--- src/rtl/ppm_frame_pingpong_buffer_if.sv ---
// ppm_frame_pingpong_buffer_if: user-side and shift-side signals of the ping-pong frame buffer
interface ppm_frame_pingpong_buffer_if #(
  parameter int DATA_W = 8,
  parameter int LEN_W  = 5
);
  logic              le;
  logic [LEN_W-1:0]  n;
  logic [DATA_W-1:0] din;
  logic              din_valid;
  logic              din_ready;
  logic              start_trans;
  logic              send_done;
  logic [DATA_W-1:0] data_out;
  logic              shift_strobe;
  logic              user_recv_done;
  logic              frame_done;
  logic              len_err;
  logic [1:0]        frames_pending;
  modport master (
    output le, n, din, din_valid, start_trans, send_done,
    input  din_ready, data_out, shift_strobe, user_recv_done, frame_done, len_err, frames_pending
  );
  modport slave (
    input  le, n, din, din_valid, start_trans, send_done,
    output din_ready, data_out, shift_strobe, user_recv_done, frame_done, len_err, frames_pending
  );
endinterface

--- src/rtl/ppm_frame_pingpong_buffer.sv ---
// ppm_frame_pingpong_buffer: two-bank frame buffer feeding the PPM shift-two stage
module ppm_frame_pingpong_buffer #(
  parameter int DATA_W  = 8,
  parameter int DEPTH   = 16,
  parameter int LEN_W   = 5,
  parameter bit REVERSE = 1'b1
) (
  input logic clk,
  input logic rst,
  ppm_frame_pingpong_buffer_if.slave bus
);
  localparam int IDX_W = $clog2(DEPTH);
  typedef enum logic {W_IDLE, W_RECV} w_state_t;
  typedef enum logic [1:0] {R_IDLE, R_WAIT, R_SEND} r_state_t;
  w_state_t w_state, w_next;
  r_state_t r_state, r_next;
  logic [DATA_W-1:0] mem [2*DEPTH];
  logic [LEN_W-1:0]  len [2];
  logic [1:0]        full, full_nxt;
  logic              wr_ptr, rd_ptr;
  logic [IDX_W-1:0]  wr_idx, rd_idx, wr_end, rd_end, rd_first, rd_nxt;
  logic n_ok, wr_start, wr_err, wr_acc, wr_last, rd_arm, rd_go, rd_step, rd_last;
  always_comb begin
    n_ok     = bus.n != '0 && bus.n <= LEN_W'(DEPTH);
    wr_start = w_state == W_IDLE && bus.le && !full[wr_ptr] && n_ok;
    wr_err   = w_state == W_IDLE && bus.le && !full[wr_ptr] && !n_ok;
    wr_acc   = w_state == W_RECV && bus.din_valid && bus.din_ready;
    wr_end   = IDX_W'(len[wr_ptr] - LEN_W'(1));
    wr_last  = wr_acc && wr_idx == wr_end;
    rd_end   = IDX_W'(len[rd_ptr] - LEN_W'(1));
    rd_first = REVERSE ? rd_end : '0;
    rd_nxt   = REVERSE ? rd_idx - IDX_W'(1) : rd_idx + IDX_W'(1);
    rd_arm   = r_state == R_IDLE && full[rd_ptr];
    rd_go    = r_state == R_WAIT && bus.start_trans;
    rd_step  = r_state == R_SEND && bus.send_done;
    rd_last  = rd_step && rd_idx == (REVERSE ? '0 : rd_end);
    w_next   = wr_start ? W_RECV : wr_last ? W_IDLE : w_state;
    r_next   = rd_arm ? R_WAIT : rd_go ? R_SEND : rd_last ? R_IDLE : r_state;
    full_nxt = full;
    if (wr_last) full_nxt[wr_ptr] = 1'b1;
    if (rd_last) full_nxt[rd_ptr] = 1'b0;
  end
  always_ff @(posedge clk) begin
    if (rst) begin
      w_state <= W_IDLE;
      r_state <= R_IDLE;
    end else begin
      w_state <= w_next;
      r_state <= r_next;
    end
  end
  // Frame storage and latched lengths survive reset; the full flags alone decide validity.
  always_ff @(posedge clk) begin
    if (wr_acc) mem[{wr_ptr, wr_idx}] <= bus.din;
    if (wr_start) len[wr_ptr] <= bus.n;
  end
  always_ff @(posedge clk) begin
    if (rst) begin
      full               <= '0;
      wr_ptr             <= 1'b0;
      rd_ptr             <= 1'b0;
      wr_idx             <= '0;
      rd_idx             <= '0;
      bus.din_ready      <= 1'b0;
      bus.data_out       <= '0;
      bus.shift_strobe   <= 1'b0;
      bus.user_recv_done <= 1'b0;
      bus.frame_done     <= 1'b0;
      bus.len_err        <= 1'b0;
      bus.frames_pending <= '0;
    end else begin
      full               <= full_nxt;
      bus.frames_pending <= {1'b0, full_nxt[0]} + {1'b0, full_nxt[1]};
      bus.len_err        <= wr_err;
      bus.frame_done     <= rd_last;
      bus.din_ready      <= w_next == W_RECV;
      if (wr_start) wr_idx <= '0;
      if (wr_acc) wr_idx <= wr_idx + IDX_W'(1);
      if (wr_last) wr_ptr <= ~wr_ptr;
      if (rd_arm) bus.user_recv_done <= 1'b1;
      if (rd_go) begin
        bus.user_recv_done <= 1'b0;
        rd_idx             <= rd_first;
        bus.data_out       <= mem[{rd_ptr, rd_first}];
        bus.shift_strobe   <= 1'b1;
      end
      if (rd_step && !rd_last) begin
        rd_idx       <= rd_nxt;
        bus.data_out <= mem[{rd_ptr, rd_nxt}];
      end
      if (rd_last) begin
        bus.shift_strobe <= 1'b0;
        rd_ptr           <= ~rd_ptr;
      end
    end
  end
endmodule

--- src/flat_wrapper.sv ---
// flat-port wrapper written by rule: the top's interface ports become plain ports
module ppm_frame_pingpong_buffer_flat 
#(
  parameter int DATA_W  = 8,
  parameter int DEPTH   = 16,
  parameter int LEN_W   = 5,
  parameter bit REVERSE = 1'b1
)
  (clk, rst, bus_le, bus_n, bus_din, bus_din_valid, bus_start_trans, bus_send_done, bus_din_ready, bus_data_out, bus_shift_strobe, bus_user_recv_done, bus_frame_done, bus_len_err, bus_frames_pending);
  ppm_frame_pingpong_buffer_if #(.DATA_W(DATA_W), .LEN_W(LEN_W)) bus_i ();
  input logic clk;
  input logic rst;
  input wire logic [$bits(bus_i.le)-1:0] bus_le;
  input wire logic [$bits(bus_i.n)-1:0] bus_n;
  input wire logic [$bits(bus_i.din)-1:0] bus_din;
  input wire logic [$bits(bus_i.din_valid)-1:0] bus_din_valid;
  input wire logic [$bits(bus_i.start_trans)-1:0] bus_start_trans;
  input wire logic [$bits(bus_i.send_done)-1:0] bus_send_done;
  output wire logic [$bits(bus_i.din_ready)-1:0] bus_din_ready;
  output wire logic [$bits(bus_i.data_out)-1:0] bus_data_out;
  output wire logic [$bits(bus_i.shift_strobe)-1:0] bus_shift_strobe;
  output wire logic [$bits(bus_i.user_recv_done)-1:0] bus_user_recv_done;
  output wire logic [$bits(bus_i.frame_done)-1:0] bus_frame_done;
  output wire logic [$bits(bus_i.len_err)-1:0] bus_len_err;
  output wire logic [$bits(bus_i.frames_pending)-1:0] bus_frames_pending;
  assign bus_i.le = bus_le;
  assign bus_i.n = bus_n;
  assign bus_i.din = bus_din;
  assign bus_i.din_valid = bus_din_valid;
  assign bus_i.start_trans = bus_start_trans;
  assign bus_i.send_done = bus_send_done;
  assign bus_din_ready = bus_i.din_ready;
  assign bus_data_out = bus_i.data_out;
  assign bus_shift_strobe = bus_i.shift_strobe;
  assign bus_user_recv_done = bus_i.user_recv_done;
  assign bus_frame_done = bus_i.frame_done;
  assign bus_len_err = bus_i.len_err;
  assign bus_frames_pending = bus_i.frames_pending;
  ppm_frame_pingpong_buffer #(.DATA_W(DATA_W), .DEPTH(DEPTH), .LEN_W(LEN_W), .REVERSE(REVERSE)) u_core (.clk(clk), .rst(rst), .bus(bus_i));
endmodule
--- config.mk ---
export PLATFORM = sky130hd
export DESIGN_NAME = ppm_frame_pingpong_buffer_flat
export DESIGN_NICKNAME = d
export VERILOG_FILES = /design/src/rtl/ppm_frame_pingpong_buffer_if.sv /design/src/rtl/ppm_frame_pingpong_buffer.sv /design/src/flat_wrapper.sv
export SDC_FILE = /design/constraint.sdc
export NUM_CORES = 1
export LEC_CHECK = 0
export BUFFER_PORTS_ARGS = -buffer_cell sky130_fd_sc_hd__buf_2
export CORE_MARGIN = 2
export CORE_UTILIZATION = 40
export CTS_CLUSTER_SIZE = 24
export DETAILED_ROUTE_END_ITERATION = 8
export PLACE_DENSITY = 0.53
export SLEW_MARGIN = 30
export SYNTH_ARGS = -nofsm -noshare
export SYNTH_HDL_FRONTEND = slang
export SYNTH_SLANG_ARGS = --single-unit
--- constraint.sdc ---
create_clock -name clk -period 6.4 [get_ports clk]
set_input_delay 0.96 -clock clk [delete_from_list [all_inputs] [get_ports clk]]
set_output_delay 0.96 -clock clk [all_outputs]
set_load 0.005 [all_outputs]
==> metrics.csv, run 1 <==
stage;metric;value;unit
worst_setup_path;CP Depth;8;
power_and_ir_drop;Worst VDD drop;0.000184;V
cells_and_area;Antenna diodes;0;
global_routing;first-pass GRT wire length;54.2;mm
worst_hold_path;worst hold path class;flip-flop to flip-flop;
place;post-DP HPWL;24.0;mm
timing;Final setup viols;0;
timing;max-slew headroom at the worst pin;35.5;%
clocking;CTS tree;built;
clocking;clk_lat worst skew;0.57;ns
logic_synthesis;Synth area leaders;edfxtp_1 (57%), mux4_2 (19%), dfxtp_1 (4.5%);
global_routing;All-Layer GR Usage;20.4;%
logic_synthesis;Synth top area share;56.9;%
logic_synthesis;Avg Inst Size Synth;17.1;sq um
drt;Post-Route WL;36.5;mm
drt;ANT nets after route;0;
timing;setup TNS;0;ns
clocking;clock buffer count from CTS;31;
clocking;Worst-path clk slew;0.06;ns
place;pre-CTS setup slack;2.45;ns
floorplan;Rows;68;
worst_setup_path;Crit. End Element;flip-flop;
worst_setup_path;R2R setup slack;2.52;ns
global_routing;largest net degree at the start of global routing;63;
clocking;# hold bufs at CTS;0;
cells_and_area;area grow syn2layout;11.8;%
drt;1st-pass router iterations;5;
power_and_ir_drop;Power Dens Cells;271;nW/um^2
power_and_ir_drop;overall power;4.22;mW
drt;post-route DRC violation count;0;
timing;setup slack after layout;2.52;ns
worst_setup_path;required time of the critical path;6.87;ns
worst_setup_path;endpoint of the worst register-to-register path;u_core.bus.data_out[5];
worst_setup_path;CP top delay family;buffers and inverters;
worst_setup_path;Buf/Inv on CP;2;
drt;Vias;8031;
place;Buffers on Ports;33;
timing;Final Hold Fails;0;
logic_synthesis;number of flops mapped to enable cells by yosys;264;
place;GP Congestion;0.838;
logic_synthesis;Most used DFF post-synth;edfxtp_1;
timing;Worst Max-Slew Pin Slew;0.964;ns
floorplan;boundary pin count;34;
timing;Max Slew Vio Count;0;
clocking;Resize count post-CTS;0;
worst_setup_path;worst stage delay on the critical path;0.72;ns
floorplan;Starting Density;40.4;%
cells_and_area;layout cells sized above 1;28.5;%
timing;min Tclk post-route;3.88;ns
drt;1st-iter DRT viols;698;
logic_synthesis;Syn. warnings;0;
worst_setup_path;r2r worst-path depth;8;
drt;via/cell ratio;6.11;
status;status;finished, final reports clean;
clocking;setup bufs post-CTS;0;
logic_synthesis;Gate Count Post-Synth;817;
floorplan;core box area;34500;sq um
logic_synthesis;number of unique standard cell types used by synthesis;56;
drt;average routed wire per standard cell;27.8;microns
worst_hold_path;hold wc startpoint;u_core.bus.user_recv_done;
global_routing;initial antenna violation count;1;
clocking;root buffer cell;clkbuf_16;
timing;fin crit share;60.6;%
floorplan;Die Width;191;microns
power_and_ir_drop;leak pwr;4.93;nW
floorplan;Die ar.;36300;sq um
worst_setup_path;crit path DAT;4.34;ns
worst_setup_path;worst-path fanout max;62;
timing;Final Skew;0.0103;ns
floorplan;chip height;191;microns
cells_and_area;Final #Nets;864;
clocking;H-tree Lvls;1;
worst_hold_path;Hold Path Cell Cnt;2;
logic_synthesis;sequential-to-total area share from yosys stat;61.3;%
worst_setup_path;Cell Chain, Critical Path;mux2_4 > inv_8 > ha_4 > buf_4 > mux4_2 > o22ai_1 > or4_1 > a311oi_1;
timing;f_max;0.258;GHz
clocking;Max clock buf depth;3;
worst_setup_path;CP max-delay cell;ha_4;
job;maxcap violations;0;
logic_synthesis;Yosys top cell by area;edfxtp_1;
logic_synthesis;post-synth net total;845;
worst_setup_path;kind of critical path;flip-flop to flip-flop;
place;Placed Area;14500;sq um
timing;RSZ-0062 raised after global routing;no;
clocking;clk sinks;295;
worst_setup_path;CP startpoint kind;flip-flop;
logic_synthesis;synthesized flop and latch total;295;
cells_and_area;post-route cell area;15600;sq um
worst_setup_path;crit path to;u_core.bus.data_out[5];
logic_synthesis;synthesized cell area;13900;sq um
global_routing;grt ovf;0;
global_routing;vias in the first global route;8456;
logic_synthesis;fraction of registers with async set/reset;0;%
## area by class of cell
cell class              count  area, sq um
multi-input cells         457         5110
inverters                  11         48.8
flip-flops and latches    295         8550
clock buffers              31          776
repair buffers             40          221
fillers                  2961        18900
clock inverters            25          294
well taps                 455          569
## how the worst min path moves through the flow
stage                                      endpoint  slack (ns)
final                     u_core.bus.user_recv_done        0.47
after detailed placement  u_core.bus.user_recv_done        0.47
after global routing        u_core.bus.shift_strobe        0.51
after floorplan           u_core.bus.user_recv_done        0.45
after CTS                 u_core.bus.user_recv_done        0.48
after global placement    u_core.bus.user_recv_done        0.45
## flip-flops by register name, summed over array words and instances (netlist names), named ones only
| signal | cells |
|---|---|
| u_core.w_state | 1 |
| u_core.wr_ptr | 1 |
| u_core.rd_idx | 4 |
| u_core.bus.len_err | 1 |
| u_core.full | 2 |
| u_core.rd_ptr | 1 |
| u_core.r_state | 2 |
| u_core.bus.frame_done | 1 |
| u_core.mem | 256 |
| u_core.bus.shift_strobe | 1 |
| u_core.bus.data_out | 8 |
| u_core.bus.frames_pending | 2 |
| u_core.len | 8 |
| u_core.wr_idx | 4 |
| u_core.bus.user_recv_done | 1 |
## per-layer routing
metal	vias up	global-route usage [%]	wire length (microns)
met2	270	34.2	18000
met4	2	8.14	1390
li1	3411	-	-
met1	4268	26.6	15200
met3	80	3.37	1950
met5	-	0	11
## metrics by stage
| step | instances | hold WS [ns] | utilization [%] |
|---|---|---|---|
| finish | 1314 | 0.473 | 45.2 |
| global placement | 1258 | 0.450 | 41.9 |
| global route | 1314 | 0.507 | 45.2 |
| CTS | 1314 | 0.484 | 45.1 |
| floorplan | 817 | 0.450 | - |
| detailed placement | 1258 | 0.471 | 42.0 |
## synthesized netlist by cell type (all sizes together), types with 6 or more instances
cell type,number
nor3,24
mux2i,34
inv,11
edfxtp,264
ha,9
dfxtp,31
nand3,7
a21oi,21
xnor2,6
o21ai,7
buf,21
nor2,61
clkbuf,33
a31oi,9
o22ai,6
a32oi,14
nand2,61
mux4,128
## worst min-delay path: stages, from the launching register on
cell and delay, ns:
dfxtp_1 0.31, inv_1 0.05, a211oi_1 0.06
## power breakdown
group | switching, mW | internal [mW]
sequential | 0.00476 | 2.10
clock | 0.757 | 1.13
combinational | 0.141 | 0.0886
## logic make-up (layout without fill, tap and decap cells)
family	after synthesis	in the layout	share of synthesized area, %
xor+xnor	11	11	0.880
buf+inv	65	107	2.49
simple gates	181	181	5.85
fa+ha+maj	9	9	0.808
compound gates	90	90	4.77
mux	166	166	23.9
flops	295	295	61.3
## cells in the final DEF (no fill, tap or decap), drive strengths merged, types with 9 or more instances in the layout
master / instances
buf: 40
mux4: 128
inv: 12
ha: 9
a31oi: 9
clkinv: 13
edfxtp: 264
mux2i: 34
nand2: 61
nor2: 61
a21oi: 21
clkbuf: 31
nor3: 24
dfxtp: 31
a32oi: 14
No activity file was read; power rests on OpenSTA's default activity.
==> run 2: changes to the inputs <==
==> constraint.sdc (replaced) <==
create_clock -name clk -period 3.7 [get_ports clk]
set_input_delay 0.555 -clock clk [delete_from_list [all_inputs] [get_ports clk]]
set_output_delay 0.555 -clock clk [all_outputs]
set_load 0.005 [all_outputs]
==> run 2 against run 1 <==
  * Sequential share of layout area is 0.45 points lower
  * Largest cell class unchanged
  * Critical path depth stayed put
  * Setup slack worse by 2.1 ns
  * Die area stayed put
  * Total power is 69% higher
  * Final area is 0.82% higher
==> metrics.csv, run 2 (same netlist as run 1, synthesis figures left out) <==
stage;metric;value;unit;change
place;Buffers on Ports;33;;unchanged
floorplan;Die Width;191;microns;unchanged
worst_setup_path;kind of critical path;flip-flop to flip-flop;;unchanged
clocking;Worst-path clk slew;0.06;ns;about the same
drt;1st-pass router iterations;5;;unchanged
drt;Vias;8065;;was 8031
timing;Final setup viols;0;;unchanged
clocking;# hold bufs at CTS;0;;unchanged
floorplan;chip height;191;microns;unchanged
worst_setup_path;worst stage delay on the critical path;0.59;ns;was 0.72 ns
cells_and_area;Biggest register;u_core.mem;;unchanged
power_and_ir_drop;Worst VDD drop;0.000257;V;was 0.000184 V
floorplan;boundary pin count;34;;unchanged
timing;max-slew headroom at the worst pin;32.2;%;was 35.5%
timing;Final Hold Fails;0;;unchanged
clocking;H-tree Lvls;2;;was 1
cells_and_area;area grow syn2layout;12.7;%;was 11.8%
drt;1st-iter DRT viols;659;;was 698
worst_setup_path;CP max-delay cell;ha_2;;was ha_4
global_routing;initial antenna violation count;1;;unchanged
clocking;root buffer cell;clkbuf_16;;unchanged
status;status;finished, final reports clean;;unchanged
worst_setup_path;Crit. End Element;flip-flop;;unchanged
power_and_ir_drop;overall power;7.12;mW;was 4.22 mW
clocking;clock buffer count from CTS;34;;was 31
clocking;Resize count post-CTS;0;;unchanged
timing;Worst Max-Slew Pin Slew;1.01;ns;was 0.964 ns
timing;f_max;0.308;GHz;was 0.258 GHz
drt;average routed wire per standard cell;27.6;microns;was 27.8 microns
clocking;clk_lat worst skew;0.51;ns;was 0.57 ns
worst_setup_path;worst-path fanout max;18;;was 62
timing;min Tclk post-route;3.25;ns;was 3.88 ns
drt;via/cell ratio;6.06;;was 6.11
worst_hold_path;worst hold path class;input pin to flip-flop;;was flip-flop to flip-flop
drt;post-route DRC violation count;0;;unchanged
place;placed cells;1278;;was 1258
global_routing;first-pass GRT wire length;54.6;mm;was 54.2 mm
timing;Max Slew Vio Count;0;;unchanged
timing;setup TNS;0;ns;unchanged
worst_setup_path;CP top delay family;multiplexers;;was buffers and inverters
clocking;Max clock buf depth;3;;unchanged
job;maxcap violations;0;;unchanged
global_routing;grt ovf;0;;unchanged
cells_and_area;number of fill cells;2954;;was 2961
timing;setup slack after layout;0.455;ns;was 2.52 ns
worst_setup_path;Cell Chain, Critical Path;mux2_2 > inv_1 > ha_2 > buf_4 > mux4_2 > o22ai_1 > or4_1 > a311oi_1;;was mux2_4 > inv_8 > ha_4 > buf_4 > mux4_2 > o22ai_1 > or4_1 > a311oi_1
worst_setup_path;required time of the critical path;4.10;ns;was 6.87 ns
floorplan;Die ar.;36300;sq um;unchanged
global_routing;largest net degree at the start of global routing;68;;was 63
cells_and_area;Final #Nets;887;;was 864
timing;RSZ-0062 raised after global routing;no;;unchanged
global_routing;vias in the first global route;8500;;was 8456
cells_and_area;Final Instance Count excl. Fillers;1331;;was 1314
power_and_ir_drop;Power Dens Cells;454;nW/um^2;was 271 nW/um^2
clocking;CTS tree;built;;unchanged
floorplan;core box area;34500;sq um;unchanged
clocking;setup bufs post-CTS;0;;unchanged
timing;fin crit share;87.7;%;was 60.6%
cells_and_area;max FFs per register;256;;unchanged
cells_and_area;most common cell after layout, fill and taps aside;edfxtp_1;;unchanged
cells_and_area;most frequent cells in the layout;edfxtp_1 (264), mux4_2 (117), nand2_1 (61);;unchanged
worst_setup_path;CP startpoint kind;flip-flop;;unchanged
cells_and_area;Antenna diodes;0;;unchanged
worst_setup_path;Buf/Inv on CP;2;;unchanged
place;post-DP HPWL;24.4;mm;was 24.0 mm
worst_setup_path;crit path DAT;3.64;ns;was 4.34 ns
global_routing;All-Layer GR Usage;20.6;%;was 20.4%
place;GP Congestion;0.841;;was 0.838
floorplan;Rows;68;;unchanged
drt;ANT nets after route;0;;unchanged
drt;Post-Route WL;36.8;mm;was 36.5 mm
place;pre-CTS setup slack;0.481;ns;was 2.45 ns
floorplan;Starting Density;40.4;%;unchanged
power_and_ir_drop;leak pwr;5.03;nW;was 4.93 nW
cells_and_area;layout cells sized above 1;28.4;%;was 28.5%
cells_and_area;biggest regs;u_core.mem (256), u_core.bus.data_out (8), u_core.len (8);;unchanged
clocking;clk sinks;295;;unchanged
timing;Final Skew;0.0172;ns;was 0.0103 ns
-- run 2: metrics by stage --
| stage | cell area (sq um) | util, % | hold slack, ns |
|---|---|---|---|
| after detailed placement | 14700 | 42.6 | 0.472 |
| final | 15700 | 45.6 | 0.268 |
| after CTS | 15700 | 45.5 | 0.249 |
| after floorplan | 13900 | - | 0.450 |
| after global routing | 15700 | 45.6 | 0.256 |
| after global placement | 14700 | 42.6 | 0.447 |
-- run 2: worst paths after layout --
kind / start / to / slack [ns] / cells past startpoint
worst min-delay path: bus_n[1] / u_core.len[0][1] / 0.27 / 1
worst max register to register: flip-flop / u_core.bus.data_out[5] / 0.45 / 8
worst min register to register: u_core.bus.user_recv_done / u_core.bus.user_recv_done / 0.49 / 2
worst max-delay path: flip-flop / u_core.bus.data_out[5] / 0.45 / 8
-- run 2: final cells by class --
class                      count  area [sq um]  area share (%)
clock inverter                12          65.1           0.414
inverter                      11          48.8           0.311
timing repair buffer          60           430            2.74
tap                          455           569            3.62
multi-input combinational    457          5100            32.5
sequential                   295          8550            54.5
clock buffer                  41           941            5.99
-- run 2: per-layer routing --
| metal | vias up | routed length [microns] | GRT usage [%] |
|---|---|---|---|
| met3 | 75 | 2230 | 3.74 |
| li1 | 3445 | - | - |
| met4 | 0 | 1160 | 7.78 |
| met5 | - | 0 | 0 |
| met2 | 310 | 18300 | 34.4 |
| met1 | 4235 | 15100 | 27.1 |
-- run 2: power by group --
| group | switching [mW] | leakage (nW) | internal, mW |
|---|---|---|---|
| logic | 0.248 | 1.91 | 0.168 |
| registers | 0.00778 | 2.62 | 3.63 |
| clock network | 1.27 | 0.497 | 1.80 |
| total | 1.52 | 5.03 | 5.60 |
==> run 3: changes to the inputs <==
--- a/config.mk
+++ b/config.mk
@@ -5,6 +5,7 @@
 export SDC_FILE = /design/constraint.sdc
 export NUM_CORES = 1
 export LEC_CHECK = 0
+export ABC_AREA = 1
 export BUFFER_PORTS_ARGS = -buffer_cell sky130_fd_sc_hd__buf_2
 export CORE_MARGIN = 2
 export CORE_UTILIZATION = 40
==> run 3 against run 2 <==
  * Die area is 13% higher
  * Critical endpoint unchanged
  * Critical path type unchanged
  * Largest power group unchanged
  * Clock power up 17%
  * Global-route usage rose by 6.3 points
==> metrics.csv, run 3 <==
stage;metric;value;unit;change
status;status;finished, final reports clean;;unchanged
drt;average routed wire per standard cell;22.3;microns;was 27.6 microns
worst_setup_path;CP startpoint kind;flip-flop;;unchanged
logic_synthesis;Yosys top cell by area;edfxtp_1;;unchanged
global_routing;grt ovf;0;;unchanged
power_and_ir_drop;Power Dens Cells;445;nW/um^2;was 454 nW/um^2
drt;Vias;13674;;was 8065
power_and_ir_drop;Combinational Power Share;7.6;%;was 5.8%
clocking;clk_lat worst skew;0.55;ns;was 0.51 ns
cells_and_area;Biggest register;u_core.mem;;unchanged
logic_synthesis;count leader, synth;nand3_1;;was edfxtp_1
clocking;root buffer cell;clkbuf_16;;unchanged
worst_setup_path;worst-path fanout max;50;;was 18
floorplan;Starting Density;40.7;%;was 40.4%
clocking;# hold bufs at CTS;0;;unchanged
cells_and_area;Final #Nets;1952;;was 887
cells_and_area;number of fill cells;3806;;was 2954
cells_and_area;area grow syn2layout;11.2;%;was 12.7%
timing;RSZ-0062 raised after global routing;no;;unchanged
cells_and_area;max FFs per register;256;;unchanged
drt;via/cell ratio;5.54;;was 6.06
global_routing;All-Layer GR Usage;27.0;%;was 20.6%
timing;Max Slew Vio Count;0;;unchanged
clocking;H-tree Lvls;2;;unchanged
drt;1st-iter DRT viols;1619;;was 659
worst_setup_path;crit-path most repeated cell;nand2_2;;
worst_setup_path;CP max-delay cell;dfxtp_1;;was ha_2
logic_synthesis;number of flops mapped to enable cells by yosys;264;;unchanged
cells_and_area;biggest regs;u_core.mem (256), u_core.bus.data_out (8), u_core.len (8);;unchanged
logic_synthesis;Gate Count Post-Synth;1941;;was 817
clocking;Worst-path clk slew;0.06;ns;about the same
timing;f_max;0.339;GHz;was 0.308 GHz
cells_and_area;most frequent cells in the layout;nand3_1 (572), nand2_1 (508), inv_1 (301);;was edfxtp_1 (264), mux4_2 (117), nand2_1 (61)
floorplan;Die ar.;41200;sq um;was 36300 sq um
floorplan;chip height;203;microns;was 191 microns
worst_setup_path;kind of critical path;flip-flop to flip-flop;;unchanged
timing;min Tclk post-route;2.95;ns;was 3.25 ns
place;GP Congestion;0.900;;was 0.841
logic_synthesis;Most used DFF post-synth;edfxtp_1;;unchanged
logic_synthesis;synthesized cell area;15800;sq um;was 13900 sq um
logic_synthesis;Syn. warnings;0;;unchanged
clocking;clk sinks;295;;unchanged
power_and_ir_drop;clock share of power;45.8;%;was 43.0%
worst_setup_path;required time of the critical path;4.11;ns;was 4.10 ns
clocking;Max clock buf depth;3;;unchanged
power_and_ir_drop;sw power;1.87;mW;was 1.52 mW
drt;Post-Route WL;55.0;mm;was 36.8 mm
floorplan;core box area;38800;sq um;was 34500 sq um
drt;1st-pass router iterations;5;;unchanged
worst_setup_path;worst stage delay on the critical path;0.58;ns;was 0.59 ns
worst_hold_path;worst hold path class;input pin to flip-flop;;unchanged
worst_setup_path;Cell Chain, Critical Path;nand2_2 > nand2_2 > buf_4 > nand4_1 > nand2_2 > clkinv_2 > nand3_1 > nand3_1 > nand2_1 > a21oi_1;;was mux2_2 > inv_1 > ha_2 > buf_4 > mux4_2 > o22ai_1 > or4_1 > a311oi_1
place;Buffers on Ports;33;;unchanged
floorplan;Rows;72;;was 68
power_and_ir_drop;sw frac;23.9;%;was 21.4%
logic_synthesis;post-synth net total;1969;;was 845
logic_synthesis;sequential-to-total area share from yosys stat;54.0;%;was 61.3%
global_routing;largest net degree at the start of global routing;81;;was 68
cells_and_area;Antenna diodes;0;;unchanged
cells_and_area;most common cell after layout, fill and taps aside;nand3_1;;was edfxtp_1
floorplan;Die Width;203;microns;was 191 microns
clocking;Resize count post-CTS;0;;unchanged
power_and_ir_drop;sequential power share;46.6;%;was 51.1%
logic_synthesis;fraction of registers with async set/reset;0;%;unchanged
logic_synthesis;synth cell count leaders;nand3_1 (572), nand2_1 (508), inv_1 (303);;was edfxtp_1 (264), mux4_2 (117), nand2_1 (61)
worst_hold_path;hold wc startpoint;bus_n[2];;was bus_n[1]
power_and_ir_drop;Worst VDD drop;0.000374;V;was 0.000257 V
clocking;CTS tree;built;;unchanged
logic_synthesis;Avg Inst Size Synth;8.15;sq um;was 17.1 sq um
cells_and_area;layout cells sized above 1;6.93;%;was 28.4%
logic_synthesis;synthesized flop and latch total;295;;unchanged
clocking;setup bufs post-CTS;0;;unchanged
global_routing;initial antenna violation count;1;;unchanged
global_routing;first-pass GRT wire length;82.7;mm;was 54.6 mm
job;maxcap violations;0;;unchanged
timing;max-slew headroom at the worst pin;36.1;%;was 32.2%
worst_setup_path;crit path DAT;3.36;ns;was 3.64 ns
logic_synthesis;Synth top area share;50.1;%;was 56.9%
timing;Worst Max-Slew Pin Slew;0.956;ns;was 1.01 ns
global_routing;vias in the first global route;12738;;was 8500
timing;Final setup viols;0;;unchanged
logic_synthesis;number of unique standard cell types used by synthesis;35;;was 56
power_and_ir_drop;leak pwr;7.59;nW;was 5.03 nW
timing;Final Hold Fails;0;;unchanged
logic_synthesis;Synth area leaders;edfxtp_1 (50%), nand3_1 (18%), nand2_1 (12%);;was edfxtp_1 (57%), mux4_2 (19%), dfxtp_1 (4.5%)
drt;post-route DRC violation count;0;;unchanged
place;post-DP HPWL;34.9;mm;was 24.4 mm
worst_setup_path;Crit. End Element;flip-flop;;unchanged
clocking;clock buffer count from CTS;35;;was 34
drt;ANT nets after route;0;;unchanged
floorplan;boundary pin count;34;;unchanged
timing;fin crit share;79.8;%;was 87.7%
worst_setup_path;R2R setup slack;0.75;ns;was 0.45 ns
power_and_ir_drop;internal power;5.96;mW;was 5.60 mW
timing;Hold WS;0.232;ns;was 0.268 ns
timing;Final Skew;0.0168;ns;was 0.0172 ns
timing;setup TNS;0;ns;unchanged
run 3: cell count changes in the layout (fill, tap and decap cells not counted), moves of 11 or more:
cell / before / now
nor3_1: 24 / 3
mux2i_1: 33 / 0
inv_1: 10 / 301
nand2_1: 61 / 508
nand3_1: 7 / 572
a32oi_1: 14 / 0
mux4_2: 117 / 0
mux4_1: 11 / 0
run 3: final cells by class:
class / instances / area [sq um] / area share (%)
repair buffers: 65 / 438 / 2.49
clock inverters: 21 / 239 / 1.36
flip-flops and latches: 295 / 8550 / 48.6
well taps: 518 / 648 / 3.69
clock buffers: 41 / 941 / 5.35
inverters: 309 / 1170 / 6.63
multi-input cells: 1218 / 5600 / 31.8
run 3: logic make-up after synthesis:
family	synth area share, %
AOI/OAI and AO/OA	1.87
xor gates and xnor gates	0.475
adders and majority gates	0.712
buffers and inverters	10.7
DFF	54.0
and+or+nand+nor	32.2
run 3: power by group through the flow:
stage / sequential, mW / clock [mW] / combinational [mW]
floorplan: 3.71 / 0 / 0.343
global placement: 3.71 / 0 / 0.590
detailed placement: 3.71 / 0 / 0.589
CTS: 3.64 / 3.66 / 0.591
global route: 3.64 / 3.77 / 0.645
finish: 3.64 / 3.59 / 0.596
run 3: critical path, delay by kind of cell, from the launching register on:
kind	cells	cell delay (ns)
AOI/OAI and AO/OA	1	0.07
buffers and inverters	2	0.90
DFF	1	0.58
and+or+nand+nor	7	1.26
run 3: stage by stage:
| step | util [%] | area (sq um) | setup slack, ns | cells | power [mW] |
|---|---|---|---|---|---|
| CTS | 45.2 | 17600 | 0.785 | 2466 | 7.89 |
| detailed placement | 42.2 | 16400 | 0.806 | 2404 | 4.30 |
| floorplan | - | 15800 | 1.42 | 1941 | 4.05 |
| global route | 45.3 | 17600 | 0.570 | 2467 | 8.06 |
| finish | 45.3 | 17600 | 0.749 | 2467 | 7.83 |
| global placement | 42.2 | 16400 | 0.866 | 2404 | 4.30 |
run 3: path summary, 6_finish.rpt:
path,depth (start not counted),end
min reg2reg,2,u_core.bus.user_recv_done
max,10,u_core.bus.data_out[5]
max reg2reg,10,u_core.bus.data_out[5]
min,1,u_core.len[0][2]
run 3: layer usage:
metal / share of wire (%) / vias up / GRT usage (%)
met2: 44 / 695 / 41.1
met3: 7.9 / 115 / 4.22
met1: 44 / 6521 / 38.3
li1: - / 6341 / -
met4: 4.0 / 2 / 11.4
met5: 0.015 / - / 0
